$ cat src/rtl/imem_port_arbiter_if.sv
// Bundle of the two requester ports, the jump flush and the ROM port.
// The arbiter uses the slave view; the fetch units, flush source and ROM
// together form the master view.
interface imem_port_arbiter_if #(
  parameter int ADDR_W = 32,
  parameter int DATA_W = 32
);
  logic              flush_i;
  logic              p0_valid_i;
  logic [ADDR_W-1:0] p0_addr_i;
  logic              p0_ready_o;
  logic              p0_ok_o;
  logic [DATA_W-1:0] p0_data_o;
  logic              p0_err_o;
  logic              p1_valid_i;
  logic [ADDR_W-1:0] p1_addr_i;
  logic              p1_ready_o;
  logic              p1_ok_o;
  logic [DATA_W-1:0] p1_data_o;
  logic              p1_err_o;
  logic              mem_request_o;
  logic [ADDR_W-1:0] mem_addr_o;
  logic [DATA_W-1:0] mem_data_i;
  logic              mem_dataOk_i;
  logic              busy_o;

  modport slave (
    input  flush_i,
    input  p0_valid_i, p0_addr_i,
    output p0_ready_o, p0_ok_o, p0_data_o, p0_err_o,
    input  p1_valid_i, p1_addr_i,
    output p1_ready_o, p1_ok_o, p1_data_o, p1_err_o,
    output mem_request_o, mem_addr_o,
    input  mem_data_i, mem_dataOk_i,
    output busy_o
  );

  modport master (
    output flush_i,
    output p0_valid_i, p0_addr_i,
    input  p0_ready_o, p0_ok_o, p0_data_o, p0_err_o,
    output p1_valid_i, p1_addr_i,
    input  p1_ready_o, p1_ok_o, p1_data_o, p1_err_o,
    input  mem_request_o, mem_addr_o,
    output mem_data_i, mem_dataOk_i,
    input  busy_o
  );
endinterface

$ cat src/rtl/imem_port_arbiter.sv
// Two-requester arbiter for the single instruction-ROM port.
// One transaction in flight, round-robin grant, jump flush cancels port-0
// traffic, and a silent memory is answered with an error after TIMEOUT cycles.
module imem_port_arbiter #(
  parameter int ADDR_W  = 32,
  parameter int DATA_W  = 32,
  parameter int TIMEOUT = 64
) (
  input logic                clk,
  input logic                reset_n,
  imem_port_arbiter_if.slave bus
);

  typedef enum logic [1:0] {IDLE, WAIT, DROP} state_t;

  // The counter is compared against TIMEOUT-1 because the response is
  // registered: the error pulse then lands exactly TIMEOUT cycles after
  // the memory request.  ">=" covers a WAIT->DROP hop on the last cycle.
  localparam logic [7:0] TIMEOUT_LAST = 8'(TIMEOUT - 1);

  state_t            state_reg, state_next;
  logic              owner_reg;       // 0: port 0 owns the transaction, 1: port 1
  logic              last_grant_reg;
  logic [7:0]        count_reg;
  logic              mem_request_reg;
  logic [ADDR_W-1:0] mem_addr_reg;
  logic              p0_ok_reg, p1_ok_reg;
  logic              p0_err_reg, p1_err_reg;
  logic [DATA_W-1:0] p0_data_reg, p1_data_reg;

  logic p0_cand, p1_cand, win0, win1;
  logic p0_ready, p1_ready, accept;
  logic flush_hit, timeout_hit;
  logic resp_fire, resp_err;

  // Arbitration candidates: a flush removes port 0 from contention.
  assign p0_cand     = bus.p0_valid_i & ~bus.flush_i;
  assign p1_cand     = bus.p1_valid_i;
  assign win0        = p0_cand & (~p1_cand | last_grant_reg);
  assign win1        = p1_cand & (~p0_cand | ~last_grant_reg);
  assign flush_hit   = bus.flush_i & ~owner_reg;
  assign timeout_hit = (count_reg >= TIMEOUT_LAST);
  assign accept      = p0_ready | p1_ready;

  // Next-state, ready and response-strobe decode.
  always_comb begin
    state_next = state_reg;
    p0_ready   = 1'b0;
    p1_ready   = 1'b0;
    resp_fire  = 1'b0;
    resp_err   = 1'b0;
    case (state_reg)
      IDLE: begin
        p0_ready = win0;
        p1_ready = win1;
        if (win0 | win1) state_next = WAIT;
      end
      WAIT: begin
        if (bus.mem_dataOk_i) begin
          state_next = IDLE;
          resp_fire  = ~flush_hit;
        end else if (flush_hit) begin
          state_next = DROP;
        end else if (timeout_hit) begin
          state_next = IDLE;
          resp_fire  = 1'b1;
          resp_err   = 1'b1;
        end
      end
      DROP: begin
        if (bus.mem_dataOk_i | timeout_hit) state_next = IDLE;
      end
      default: state_next = IDLE;
    endcase
  end

  // State register.
  always_ff @(posedge clk or negedge reset_n) begin
    if (!reset_n) state_reg <= IDLE;
    else          state_reg <= state_next;
  end

  // Grant bookkeeping, memory request pulse and latched address.
  always_ff @(posedge clk or negedge reset_n) begin
    if (!reset_n) begin
      owner_reg       <= 1'b0;
      last_grant_reg  <= 1'b1;
      mem_request_reg <= 1'b0;
      mem_addr_reg    <= '0;
    end else begin
      mem_request_reg <= accept;
      if (accept) begin
        owner_reg      <= p1_ready;
        last_grant_reg <= p1_ready;
        mem_addr_reg   <= p1_ready ? bus.p1_addr_i : bus.p0_addr_i;
      end
    end
  end

  // Cycle counter for the timeout; restarts on every accept.
  always_ff @(posedge clk or negedge reset_n) begin
    if (!reset_n)                count_reg <= '0;
    else if (accept)             count_reg <= '0;
    else if (state_reg != IDLE)  count_reg <= count_reg + 8'd1;
  end

  // Response registers: one-cycle ok pulse, data/err held until next response.
  always_ff @(posedge clk or negedge reset_n) begin
    if (!reset_n) begin
      p0_ok_reg   <= 1'b0;
      p1_ok_reg   <= 1'b0;
      p0_err_reg  <= 1'b0;
      p1_err_reg  <= 1'b0;
      p0_data_reg <= '0;
      p1_data_reg <= '0;
    end else begin
      p0_ok_reg <= resp_fire & ~owner_reg;
      p1_ok_reg <= resp_fire & owner_reg;
      if (resp_fire & ~owner_reg) begin
        p0_data_reg <= resp_err ? '0 : bus.mem_data_i;
        p0_err_reg  <= resp_err;
      end
      if (resp_fire & owner_reg) begin
        p1_data_reg <= resp_err ? '0 : bus.mem_data_i;
        p1_err_reg  <= resp_err;
      end
    end
  end

  assign bus.p0_ready_o    = p0_ready;
  assign bus.p1_ready_o    = p1_ready;
  assign bus.p0_ok_o       = p0_ok_reg;
  assign bus.p1_ok_o       = p1_ok_reg;
  assign bus.p0_err_o      = p0_err_reg;
  assign bus.p1_err_o      = p1_err_reg;
  assign bus.p0_data_o     = p0_data_reg;
  assign bus.p1_data_o     = p1_data_reg;
  assign bus.mem_request_o = mem_request_reg;
  assign bus.mem_addr_o    = mem_addr_reg;
  assign bus.busy_o        = (state_reg != IDLE);

endmodule

$ cat src/flat_wrapper.sv
// flat-port wrapper written by rule: the top's interface ports become plain ports
module imem_port_arbiter_flat 
#(
  parameter int ADDR_W  = 32,
  parameter int DATA_W  = 32,
  parameter int TIMEOUT = 64
)
  (clk, reset_n, bus_flush_i, bus_p0_valid_i, bus_p0_addr_i, bus_p0_ready_o, bus_p0_ok_o, bus_p0_data_o, bus_p0_err_o, bus_p1_valid_i, bus_p1_addr_i, bus_p1_ready_o, bus_p1_ok_o, bus_p1_data_o, bus_p1_err_o, bus_mem_request_o, bus_mem_addr_o, bus_mem_data_i, bus_mem_dataOk_i, bus_busy_o);
  imem_port_arbiter_if #(.ADDR_W(ADDR_W), .DATA_W(DATA_W)) bus_i ();
  input logic clk;
  input logic reset_n;
  input wire logic [$bits(bus_i.flush_i)-1:0] bus_flush_i;
  input wire logic [$bits(bus_i.p0_valid_i)-1:0] bus_p0_valid_i;
  input wire logic [$bits(bus_i.p0_addr_i)-1:0] bus_p0_addr_i;
  output wire logic [$bits(bus_i.p0_ready_o)-1:0] bus_p0_ready_o;
  output wire logic [$bits(bus_i.p0_ok_o)-1:0] bus_p0_ok_o;
  output wire logic [$bits(bus_i.p0_data_o)-1:0] bus_p0_data_o;
  output wire logic [$bits(bus_i.p0_err_o)-1:0] bus_p0_err_o;
  input wire logic [$bits(bus_i.p1_valid_i)-1:0] bus_p1_valid_i;
  input wire logic [$bits(bus_i.p1_addr_i)-1:0] bus_p1_addr_i;
  output wire logic [$bits(bus_i.p1_ready_o)-1:0] bus_p1_ready_o;
  output wire logic [$bits(bus_i.p1_ok_o)-1:0] bus_p1_ok_o;
  output wire logic [$bits(bus_i.p1_data_o)-1:0] bus_p1_data_o;
  output wire logic [$bits(bus_i.p1_err_o)-1:0] bus_p1_err_o;
  output wire logic [$bits(bus_i.mem_request_o)-1:0] bus_mem_request_o;
  output wire logic [$bits(bus_i.mem_addr_o)-1:0] bus_mem_addr_o;
  input wire logic [$bits(bus_i.mem_data_i)-1:0] bus_mem_data_i;
  input wire logic [$bits(bus_i.mem_dataOk_i)-1:0] bus_mem_dataOk_i;
  output wire logic [$bits(bus_i.busy_o)-1:0] bus_busy_o;
  assign bus_i.flush_i = bus_flush_i;
  assign bus_i.p0_valid_i = bus_p0_valid_i;
  assign bus_i.p0_addr_i = bus_p0_addr_i;
  assign bus_p0_ready_o = bus_i.p0_ready_o;
  assign bus_p0_ok_o = bus_i.p0_ok_o;
  assign bus_p0_data_o = bus_i.p0_data_o;
  assign bus_p0_err_o = bus_i.p0_err_o;
  assign bus_i.p1_valid_i = bus_p1_valid_i;
  assign bus_i.p1_addr_i = bus_p1_addr_i;
  assign bus_p1_ready_o = bus_i.p1_ready_o;
  assign bus_p1_ok_o = bus_i.p1_ok_o;
  assign bus_p1_data_o = bus_i.p1_data_o;
  assign bus_p1_err_o = bus_i.p1_err_o;
  assign bus_mem_request_o = bus_i.mem_request_o;
  assign bus_mem_addr_o = bus_i.mem_addr_o;
  assign bus_i.mem_data_i = bus_mem_data_i;
  assign bus_i.mem_dataOk_i = bus_mem_dataOk_i;
  assign bus_busy_o = bus_i.busy_o;
  imem_port_arbiter #(.ADDR_W(ADDR_W), .DATA_W(DATA_W), .TIMEOUT(TIMEOUT)) u_core (.clk(clk), .reset_n(reset_n), .bus(bus_i));
endmodule
$ cat config.mk
export PLATFORM = sky130hd
export DESIGN_NAME = imem_port_arbiter_flat
export DESIGN_NICKNAME = d
export VERILOG_FILES = /design/src/rtl/imem_port_arbiter_if.sv /design/src/rtl/imem_port_arbiter.sv /design/src/flat_wrapper.sv
export SDC_FILE = /design/constraint.sdc
export NUM_CORES = 1
export LEC_CHECK = 0
export BUFFER_PORTS_ARGS = -buffer_cell sky130_fd_sc_hd__buf_4
export CORE_MARGIN = 2
export CORE_UTILIZATION = 29
export DETAILED_ROUTE_END_ITERATION = 6
export GPL_TIMING_DRIVEN = 1
export SLEW_MARGIN = 25
export SYNTH_ARGS = -nofsm -noshare
export SYNTH_HDL_FRONTEND = slang
export SYNTH_SLANG_ARGS = --single-unit
$ cat constraint.sdc
create_clock -name clk -period 1.9 [get_ports clk]
set_input_delay 0.38 -clock clk [delete_from_list [all_inputs] [get_ports clk]]
set_output_delay 0.38 -clock clk [all_outputs]
set_load 0.01 [all_outputs]
==> summary by stage, run 1 <==
Drt
The number of design-rule violations left by the first detailed-router iteration is 208. Detailed routing inserted a total of 3,927 vias. The length of the first detailed-routing pass in iterations is 4. The total wire length after detailed routing is 12.92 mm. After detailed routing, the average wire length per cell comes to 15.95 um.

For this run, design rule violations remaining after detail routing come to 0. The vias per cell is 4.848. The number of nets with antenna violations after detailed routing is 0.

Placed design
The cell count after placement is 773. Once placement finished, the instance area stood at 6341 um2. Detailed placement ended at an HPWL of 9.269 mm. Buffers placed on the I/O ports in this run total 205.

At the end of routability-driven placement, the weighted congestion stood at 0.7970.

Clocking
The cell chosen for the clock root is clkbuf_16. The number of sinks handled by clock tree synthesis is 113. TritonCTS created 17 clock buffers. TritonCTS built the clock tree. The clock tree synthesis step divided the H-tree into 4 levels.

The deepest clock path buffer count is 2. The clock slew seen by the registers of the worst setup and hold paths is 0.06 ns. The clock latency reported for the late side of the worst-skew pair is 0.41 ns.

Timing
The max-slew headroom at the worst pin is 0.6982. The count of pins over their slew limit came to 0. The maximum clock frequency is 543.0 MHz. The shortest period the worst path allows is 1.842 ns. The count of final hold-check violations is 0.

At the pin with the least slew margin, the transition time is 0.4528 ns. The worst clock skew is 0.008667 ns. Setup violations remaining at the end of the flow were counted as 0. In the final timing run, aggregate negative setup slack is 0 ns. In the finished design, the share of the clock period the worst path needs comes to 0.9693.

Yosys
A synthesized cell averages 11.46 um2. In this run, synthesis inferred 0 flip-flops with an integrated enable. Synthesis produced a netlist with a net count of 498. The share of synthesized registers carrying an async set or reset is 1.000. Synthesis produced a netlist whose cell count is 395. The number of distinct library cell variants in the gate-level netlist after synthesis is 35. The post-synthesis instance area is 4527 um2. The count of yosys warnings during synthesis is 0. The most common flop cell mapped by yosys is dfrtp_1. The number of storage elements in the synthesis netlist is 113. The share of the yosys chip area belonging to registers is 0.6249.

Setup path
In this run the register-to-register setup slack is 0.20 ns. The critical path start-end classification is reg2out. The cell type group with the largest total delay on the critical path is flip-flops. Along the worst path, the maximum fanout reaches 7. The worst path arrival time is 1.46 ns. The number of cells on the worst reg-to-reg path is 5. STA puts the critical path data required time at 1.52 ns.

The master of the slowest instance on the critical path is dfrtp_2. The critical path contains buffers and inverters numbering 2 combined. STA classifies the critical path startpoint as a flip-flop. The nature of the critical path endpoint is an output port. The largest stage delay on the critical path is 0.45 ns. Walking the worst path, the cells encountered are nor2_4 > clkinvlp_4 > buf_4. The worst register-to-register path ends at u_core.bus.p0_data_o[30]. The start of the worst register-to-register path is u_core.count_reg[0].

GRT
The wire length of the first global-routing pass is 20.56 mm. The number of antenna violations at the first check in global routing was 0. Entering global routing, the biggest net connects 64 pins.

The via count of the first global-routing pass is 4,007. The global route total overflow is 0. In the global route stage, overall resource usage came out at 0.1596.

Layout
The count of nets after finishing is 712. The finished layout holds 810 standard cells, fillers aside. The share of layout cells above drive strength 1 is 0.4502. The repair_antennas step left the layout with diodes totalling 0. The final standard cell area without fillers is 7019 um2. Counting the fill cells in the layout gives 1,391.

The area added between synthesis and finish is 55.06%.

Floorplan
The effective utilization at floorplan is 0.2978. The full die area is 16,630 um2. The floorplan step set the die height to 128.9 um. The floorplan step set the die width to 128.9 um. The core area is 15,200 um2.

During I/O placement, the number of pins put on the boundary was 206. In this run the core area contains 45 standard-cell rows.

Min path
The instance count along the most critical hold path is 2. In this run the most critical hold path is launched from bus_mem_dataOk_i. The end point of the most critical hold path is u_core.state_reg[1]. The min-delay analysis places its worst path in the category in2reg.

Job
The max-capacitance violation count is 0.

Status
The run finished with clean final reports.

Pwr
The worst ir drop on vdd is 700.3 uV. Dividing total power by cell area gives a power density of 1720 nW/um2. The cell leakage power is 3.485 nW.
[power breakdown]
part / internal (W) / total (W) / switching, W
Clock: 0.00207 / 0.00324 / 0.00116
Sequential: 0.00349 / 0.00418 / 0.000697
Combinational: 0.00250 / 0.00465 / 0.00215
Total: 0.00806 / 0.0121 / 0.00401
[kinds of logic (layout without fill, tap and decap cells)]
kind of cell | count (synthesis) | count (layout) | share of synthesized area
simple gates | 136 | 136 | 0.1288
flops | 113 | 113 | 0.6249
compound gates | 107 | 107 | 0.1907
buf+inv | 32 | 259 | 0.04118
xor+xnor | 6 | 6 | 0.01161
fa+ha+maj | 1 | 1 | 0.002764
[cells in the mapped netlist (3+ instances only)]
cell	number	area share
nand2_1	73	0.061
buf_6	3	0.0075
a21oi_1	3	0.0033
clkbuf_1	14	0.012
nor2_1	41	0.034
buf_2	8	0.0088
xor2_1	6	0.012
a31oi_1	32	0.044
a22o_1	52	0.10
nor2b_1	3	0.0041
o21ai_0	3	0.0033
dfrtp_1	112	0.62
a22o_2	12	0.027
buf_8	3	0.0099
nand3_1	4	0.0044
[worst max path at each step]
| stage | startpoint | end | slack (ns) | cells after the start |
|---|---|---|---|---|
| global placement | u_core.state_reg[1] | bus_p1_ready_o | 0.26 | 4 |
| global route | u_core.state_reg[0] | bus_busy_o | -0.005 | 3 |
| floorplan | u_core.count_reg[0] | u_core.bus.p0_data_o[25] | 0.33 | 5 |
| CTS | u_core.state_reg[1] | bus_busy_o | -0.004 | 3 |
| finish | u_core.state_reg[0] | bus_busy_o | 0.06 | 3 |
| detailed placement | u_core.state_reg[1] | bus_p1_ready_o | 0.22 | 4 |
[layout make-up]
type | instances | area, um2 | area share
timing repair buffer | 223 | 1789 | 0.2549
clock inverter | 15 | 182.7 | 0.02602
tap | 188 | 235.2 | 0.03351
sequential | 113 | 2830 | 0.4032
multi-input combinational | 250 | 1535 | 0.2187
inverter | 4 | 21.27 | 0.003030
clock buffer | 17 | 425.4 | 0.06061
[stage by stage]
stage	total power (W)	hold slack [ns]	util	setup slack (ns)
after detailed placement	0.008782	0.3575	0.4171	0.2203
after global routing	0.01284	0.1429	0.4617	-0.004808
after CTS	0.01212	0.1331	0.4588	-0.004309
after global placement	0.008703	0.3564	0.4171	0.2563
after floorplan	0.006340	0.08441	-	0.3315
final	0.01207	0.1556	0.4617	0.05842
[cells in the final DEF (no fill, tap or decap), types with 5 or more instances in the layout]
cell	instances
nand2_1	73
buf_12	9
nor2_1	41
a22o_1	52
a22o_2	12
dfrtp_1	111
a31oi_1	32
buf_4	213
xor2_1	6
clkbuf_16	17
clkinv_4	5
[worst reg2reg max path, stage by stage (launching register included)]
cell	delay, ns
dfrtp_1	0.41
ha_1	0.28
a2111o_4	0.51
nand2_4	0.13
buf_12	0.16
a22o_1	0.16
[routing by layer]
| layer | GRT usage | wire length [um] | vias to the layer above |
|---|---|---|---|
| met1 | 0.2076 | 5645 | 1859 |
| met2 | 0.2400 | 5747 | 207 |
| met5 | 0 | 6 | - |
| li1 | - | - | 1843 |
| met4 | 0.05435 | 160 | 2 |
| met3 | 0.06778 | 1360 | 16 |
[repair_timing]
action,CTS,global route
endpoints found under the setup margin,2,2
resized for setup,2,5
hold buffers,1,0
pin swaps,0,2
hold endpoints to repair,32,0
setup buffers,1,3
Power figures use the tool's default switching activity.
==> inputs of run 2 (changes only) <==
--- a/config.mk
+++ b/config.mk
@@ -5,7 +5,7 @@
 export SDC_FILE = /design/constraint.sdc
 export NUM_CORES = 1
 export LEC_CHECK = 0
-export BUFFER_PORTS_ARGS = -buffer_cell sky130_fd_sc_hd__buf_4
+export BUFFER_PORTS_ARGS = -buffer_cell sky130_fd_sc_hd__buf_2
 export CORE_MARGIN = 2
 export CORE_UTILIZATION = 29
 export DETAILED_ROUTE_END_ITERATION = 6
==> constraint.sdc (replaced) <==
create_clock -name clk -period 1.9 [get_ports clk]
set_input_delay 0.38 -clock clk [delete_from_list [all_inputs] [get_ports clk]]
set_output_delay 0.38 -clock clk [all_outputs]
set_load 0.05 [all_outputs]
==> summary by stage, run 2 (synthesis results as in run 1) <==
Timing
The count of pins over their slew limit is 0 (unchanged). The shortest period the worst path allows is 1.818 ns (-0.02386 ns). The period utilization came to 0.9567 (-0.01256). The maximum clock frequency is 550.1 MHz (+1.3%).

Setup repair after global routing left no endpoint under its margin. The worst hold slack after final layout is 0.1967 ns (+0.04114 ns). The worst clock skew was 0.01717 ns (+0.008507 ns). The setup total negative slack is 0 ns (unchanged). The max-slew headroom at the worst pin came to 0.6949 (-0.003214). The count of final hold-check violations is 0 (unchanged).

The final setup violation count is 0 (unchanged). The final worst-path setup slack is 0.08229 ns (+0.02386 ns). The actual slew at the worst max-slew pin is 0.4576 ns (+0.004822 ns).

Pwr
The power per unit of standard cell area was 2239 nW/um2 (+30%). The cell leakage power came to 3.324 nW (-4.6%). The part of the power in the clock network came to 0.224 (-0.044). The fraction of power consumed by sequential logic is 0.282 (-0.064). The proportion of total power due to net switching is 0.4810 (+0.1486). The relative contribution of combinational cells to total power was 0.494 (+0.109).

The internal portion of total power is 0.007557 W (-6.2%). The worst ir drop on vdd is 823.4 uV (+18%). The power spent charging and discharging nets is 0.007005 W (+75%).

Drt
The number of nets with antenna violations after detailed routing is 0 (unchanged). The total via count in the routed design is 3,924 (-0.076%). The total wire length after detailed routing is 12.73 mm (-1.5%). The vias per cell came to 4.844 (about the same). The number of design-rule violations left by the first detailed-router iteration came to 155 (-25%). The average detailed-routed wire length per instance is 15.72 um (-1.5%). The DRC violation count after routing is 0 (unchanged). The length of the first detailed-routing pass in iterations was 4 (unchanged).

Setup path
The worst path arrival time came to 1.44 ns (-0.02 ns). The critical path start-end classification is reg2out. The data required time of the critical path is 1.52 ns (about the same). STA classifies the critical path startpoint as a flip-flop. The highest net fanout along the worst path was 6 (-1). The nature of the critical path endpoint is an output port.

Min path
The type of the tightest min-delay check is in2reg.

GRT
The global-route usage over all layers is 0.1578 (-0.001762). The wire length of the first global-routing pass is 20.33 mm (-1.1%). The maximum number of pins on one net before global-route repair is 59 (-7.8%).

The number of antenna violations at the first check in global routing came to 0 (unchanged). The global route total overflow was 0 (unchanged). The via count of the first global-routing pass came to 3,994 (-0.32%).

Floorplan
The floorplan row count is 45 (unchanged). The effective utilization at floorplan is 0.2978 (unchanged). The core area is 15,200 um2 (unchanged). The die height came to 128.9 um (unchanged). The floorplan die width is 128.9 um (unchanged). The number of top-level design ports is 206 (unchanged).

The full die area came to 16,630 um2 (unchanged).

Layout
The count of inserted antenna diode cells is 0 (unchanged). The library cells used most frequently in the layout, excluding fill and tap cells, are buf_2, dfrtp_1, nand2_1, a22o_1, nor2_1. The share of layout cells above drive strength 1 is 0.4453 (-0.004823). The area added between synthesis and finish is 43.64%. The leading cell type in the layout, fill and taps excluded is buf_2. The count of nets after finishing came to 712 (unchanged).

The number of fillers in the final layout was 1,465 (+5.3%).

Placed design
The detailed placer's ending HPWL is 9.015 mm (-2.7%). The post-placement worst setup slack came to 0.2061 ns (-0.01426 ns). The final RePlAce weighted congestion was 0.7988 (+0.23%). The number of buffer cells added on primary ports is 205 (unchanged).

Clocking
The clock latency reported for the late side of the worst-skew pair was 0.41 ns (about the same). The H-tree level count is 4 (unchanged). The clock slew seen by the registers of the worst setup and hold paths is 0.06 ns (about the same). The deepest clock path buffer count is 2 (unchanged). TritonCTS built the clock tree. The TritonCTS buffer count is 17 (unchanged). The number of sinks handled by clock tree synthesis is 113 (unchanged). The tree is rooted in a clkbuf_16.

Job
The max-capacitance violation count is 0 (unchanged).

Status
The flow ran to the end, and the final reports show no timing, DRC or antenna violations.
## run 2: repair_timing
action / 4_1_cts / 5_1_grt
gates resized for setup: 3 / 7
setup buffers: 2 / 1
hold buffers: 1 / 0
gates cloned: 0 / 0
setup endpoints to repair: 3 / 2
pin swaps: 1 / 1
endpoints found under the hold margin: 30 / 0
## run 2: final timing paths
check	start	to	slack [ns]	cells past startpoint
max	u_core.state_reg[1]	bus_p1_ready_o	0.08	4
min	bus_mem_dataOk_i	u_core.state_reg[1]	0.20	2
max reg2reg	u_core.count_reg[0]	u_core.bus.p0_data_o[6]	0.17	5
min reg2reg	u_core.bus.p0_data_o[24]	u_core.bus.p0_data_o[24]	0.50	1
max in group asynchronous	reset_n	u_core.bus.mem_addr_o[29]	0.74	3
min in group asynchronous	reset_n	u_core.bus.mem_addr_o[17]	0.47	2
## run 2: area by class of cell
class	count	area (um2)	share of cell area
flip-flops and latches	113	2830	0.4353
inverters	4	17.52	0.002694
clock buffers	20	456.7	0.07023
repair buffers	223	1282	0.1972
well taps	188	235.2	0.03617
multi-input cells	250	1523	0.2342
clock inverters	12	157.7	0.02424
## run 2: worst max-delay path: stages (launching register included)
cell	delay, ns
dfrtp_2	0.44
nor2_4	0.20
nand3_2	0.14
inv_4	0.10
buf_8	0.14
## run 2: layer usage
metal	global-route usage	wire length (um)	part of all wire
met3	0.04948	1101	0.086
met4	0.06841	171	0.013
met5	0	0	0
met2	0.2471	5753	0.45
met1	0.2020	5705	0.45
## run 2: through the flow
step / cell area [um2] / cells / utilization / power [W]
after floorplan: 4527 / 395 / - / 0.009396
final: 6502 / 810 / 0.4277 / 0.01456
after CTS: 6476 / 809 / 0.4260 / 0.01469
after global placement: 5826 / 774 / 0.3832 / 0.01119
after global routing: 6502 / 810 / 0.4277 / 0.01534
after detailed placement: 5826 / 774 / 0.3832 / 0.01128
## run 2: power groups by stage
stage,logic [W],clock network [W],registers [W]
6_report,0.00719,0.00326,0.00411
5_1_grt,0.00764,0.00345,0.00425
4_1_cts,0.00722,0.00335,0.00412
3_5_place_dp,0.00718,0,0.00410
3_3_place_gp,0.00709,0,0.00410
2_1_floorplan,0.00188,0,0.00752
==> inputs of run 3 (changes only) <==
--- a/config.mk
+++ b/config.mk
@@ -8,6 +8,7 @@
 export BUFFER_PORTS_ARGS = -buffer_cell sky130_fd_sc_hd__buf_2
 export CORE_MARGIN = 2
 export CORE_UTILIZATION = 29
+export CTS_BUF_LIST = sky130_fd_sc_hd__clkbuf_8
 export DETAILED_ROUTE_END_ITERATION = 6
 export GPL_TIMING_DRIVEN = 1
 export SLEW_MARGIN = 25
==> summary by stage, run 3 (synthesis results as in run 1) <==
Setup path
The type of element launching the critical path is a flip-flop. The endpoint of the worst register-to-register path is u_core.bus.p0_data_o[22]. The launch point of the worst path is u_core.state_reg[1]. The highest net fanout along the worst path is 6 (unchanged).

The nature of the critical path endpoint is an output port. The data required time of the critical path is 1.52 ns (about the same). The largest stage delay on the critical path is 0.45 ns (about the same).

The worst path arrival time is 1.46 ns (+0.02 ns). The critical path is of the reg2out type. In this run the worst setup path terminates at bus_p1_ready_o. The critical path goes through nor2_4 > nand3_2 > inv_4 > buf_8. The reg2reg setup slack was 0.15 ns (-0.02 ns). The startpoint identified for the worst register-to-register timing path is u_core.state_reg[1]. The master of the slowest instance on the critical path is dfrtp_2. The count of cells along the worst register-to-register path is 6 (+1).

Pwr
The proportion of total power due to net switching is 0.5040 (+0.02298). The relative contribution of combinational cells to total power is 0.525 (+0.031). The power per unit of standard cell area is 2165 nW/um2 (-3.3%).

The internal portion of total power is 0.006780 W (-10%). The fraction of power consumed by sequential logic is 0.300 (+0.018). The power spent charging and discharging nets is 0.006890 W (-1.6%). The part of the power in the clock network was 0.175 (-0.049). The cell leakage power is 3.241 nW (-2.5%).

The worst ir drop on vdd is 820.9 uV (-0.30%).

Placed design
The final RePlAce weighted congestion is 0.7988 (unchanged). The post-placement worst setup slack is 0.2061 ns (unchanged). The instance area at placement came to 5826 um2 (unchanged). The number of buffer cells added on primary ports is 205 (unchanged).

The detailed placer's ending HPWL is 9.015 mm (unchanged).

Floorplan
The floorplan row count is 45 (unchanged). The full die area is 16,630 um2 (unchanged). The effective utilization at floorplan is 0.2978 (unchanged). The floorplan die width was 128.9 um (unchanged).

The die height is 128.9 um (unchanged). The core area is 15,200 um2 (unchanged). The number of top-level design ports is 206 (unchanged).

GRT
The wire length of the first global-routing pass is 20.33 mm (about the same). The global route total overflow was 0 (unchanged). The via count of the first global-routing pass is 4,007 (+0.33%). The maximum number of pins on one net before global-route repair is 59 (unchanged). The global-route usage over all layers is 0.1577 (about the same).

The number of antenna violations at the first check in global routing is 0 (unchanged).

Layout
The multi-input gate area in the final layout was 1523 um2 (unchanged). The final standard cell area without fillers is 6315 um2 (-2.9%). The final cell utilization of the core came to 0.4154 (-0.01235). The leading cell type in the layout, fill and taps excluded is buf_2. Leaving out fill and tap cells, the most frequent cells in the layout are buf_2, dfrtp_1, nand2_1, a22o_1, nor2_1. The sequential cell area is 2831 um2 (about the same). The count of inserted antenna diode cells is 0 (unchanged). The count of nets after finishing is 712 (unchanged).

The number of fillers in the final layout is 1,488 (+1.6%). The area added between synthesis and finish is 39.50%. The share of layout cells above drive strength 1 is 0.4469 (+0.001608).

Timing
The count of final hold-check violations is 0 (unchanged). The maximum clock frequency is 544.9 MHz (-0.96%). The final setup violation count came to 0 (unchanged).

The worst hold slack after final layout is 0.1670 ns (-0.02966 ns). The worst clock skew is 0.01144 ns (-0.005734 ns). The max-slew headroom at the worst pin is 0.6918 (-0.003134). The final worst-path setup slack was 0.06467 ns (-0.01762 ns).

The period utilization is 0.9660 (+0.009273). The count of pins over their slew limit is 0 (unchanged). The actual slew at the worst max-slew pin is 0.4623 ns (+0.004700 ns). Setup repair after global routing could not meet its margin everywhere.

The shortest period the worst path allows is 1.835 ns (+0.01762 ns).

Clocking
The TritonCTS buffer count is 17 (unchanged). The cell chosen for the clock root is clkbuf_8. The clock latency reported for the late side of the worst-skew pair is 0.44 ns (+0.03 ns). The deepest clock path buffer count is 2 (unchanged).

The number of sinks handled by clock tree synthesis is 113 (unchanged). The TritonCTS clock tree is yes. The H-tree level count came to 4 (unchanged). The clock slew seen by the registers of the worst setup and hold paths came to 0.07 ns (about the same).

Min path
The tightest min-delay check is of the in2reg type.

Drt
The number of design-rule violations left by the first detailed-router iteration was 180 (+16%). The DRC violation count after routing is 0 (unchanged). The total via count in the routed design was 3,918 (-0.15%).

The length of the first detailed-routing pass in iterations came to 5 (+1). The average detailed-routed wire length per instance is 15.75 um (+0.20%). The vias per cell came to 4.837 (-0.15%). The number of nets with antenna violations after detailed routing came to 0 (unchanged).

The total wire length after detailed routing is 12.76 mm (+0.20%).

Job
The max-capacitance violation count came to 0 (unchanged).

Status
The run finished with clean final reports.
run 3: cell count changes in the layout (fill, tap and decap cells not counted), sizes merged:
cell / previous run / this run
clkbuf: 20 / 19
inv: 4 / 5
run 3: repair_timing:
item                                    4_1_cts  5_1_grt
gates resized for setup                       7        5
buffers inserted                              2        1
endpoints found under the setup margin        3        3
pin swaps                                     1        1
hold buffers                                  1        0
endpoints found under the hold margin        30        0
cloned                                        0        0
run 3: worst min-delay path by stage:
stage / from / to / cells after the start
2_1_floorplan: reset_n / u_core.bus.mem_addr_o[0] / 0
3_3_place_gp: reset_n / u_core.bus.p1_data_o[29] / 1
3_5_place_dp: reset_n / u_core.bus.p0_data_o[29] / 1
4_1_cts: bus_mem_dataOk_i / u_core.state_reg[1] / 2
5_1_grt: bus_mem_data_i[13] / u_core.bus.p0_data_o[13] / 2
6_report: bus_mem_dataOk_i / u_core.state_reg[1] / 2
run 3: layout make-up:
| cell class | count | share of cell area |
|---|---|---|
| flip-flops and latches | 113 | 0.4484 |
| clock inverters | 13 | 0.02556 |
| repair buffers | 223 | 0.2035 |
| multi-input cells | 250 | 0.2411 |
| well taps | 188 | 0.03725 |
| clock buffers | 19 | 0.04141 |
| inverters | 4 | 0.002774 |
run 3: power by group through the flow:
stage	Combinational, W	Sequential (W)	Clock [W]
CTS	0.00722	0.00411	0.00247
detailed placement	0.00718	0.00410	0
global placement	0.00709	0.00410	0
global route	0.00763	0.00425	0.00259
finish	0.00718	0.00410	0.00239
floorplan	0.00188	0.00752	0
run 3: metrics by stage:
stage	cells	setup TNS, ns	power [W]
2_1_floorplan	395	0	0.009396
4_1_cts	809	0	0.01380
3_5_place_dp	774	0	0.01128
5_1_grt	810	-0.04417	0.01446
6_report	810	0	0.01367
3_3_place_gp	774	0	0.01119
run 3: metal layers:
layer	share of wire	wire length, um	global-route usage
met4	0.016	198	0.05818
met1	0.44	5651	0.1994
met2	0.45	5744	0.2477
met5	0.00047	6	0
met3	0.091	1156	0.05863
run 3: critical path, delay by kind of cell, from the launching register on:
kind                   cells  cell delay (ns)
DFF                        1             0.45
and+or+nand+nor            2             0.33
buffers and inverters      2             0.24
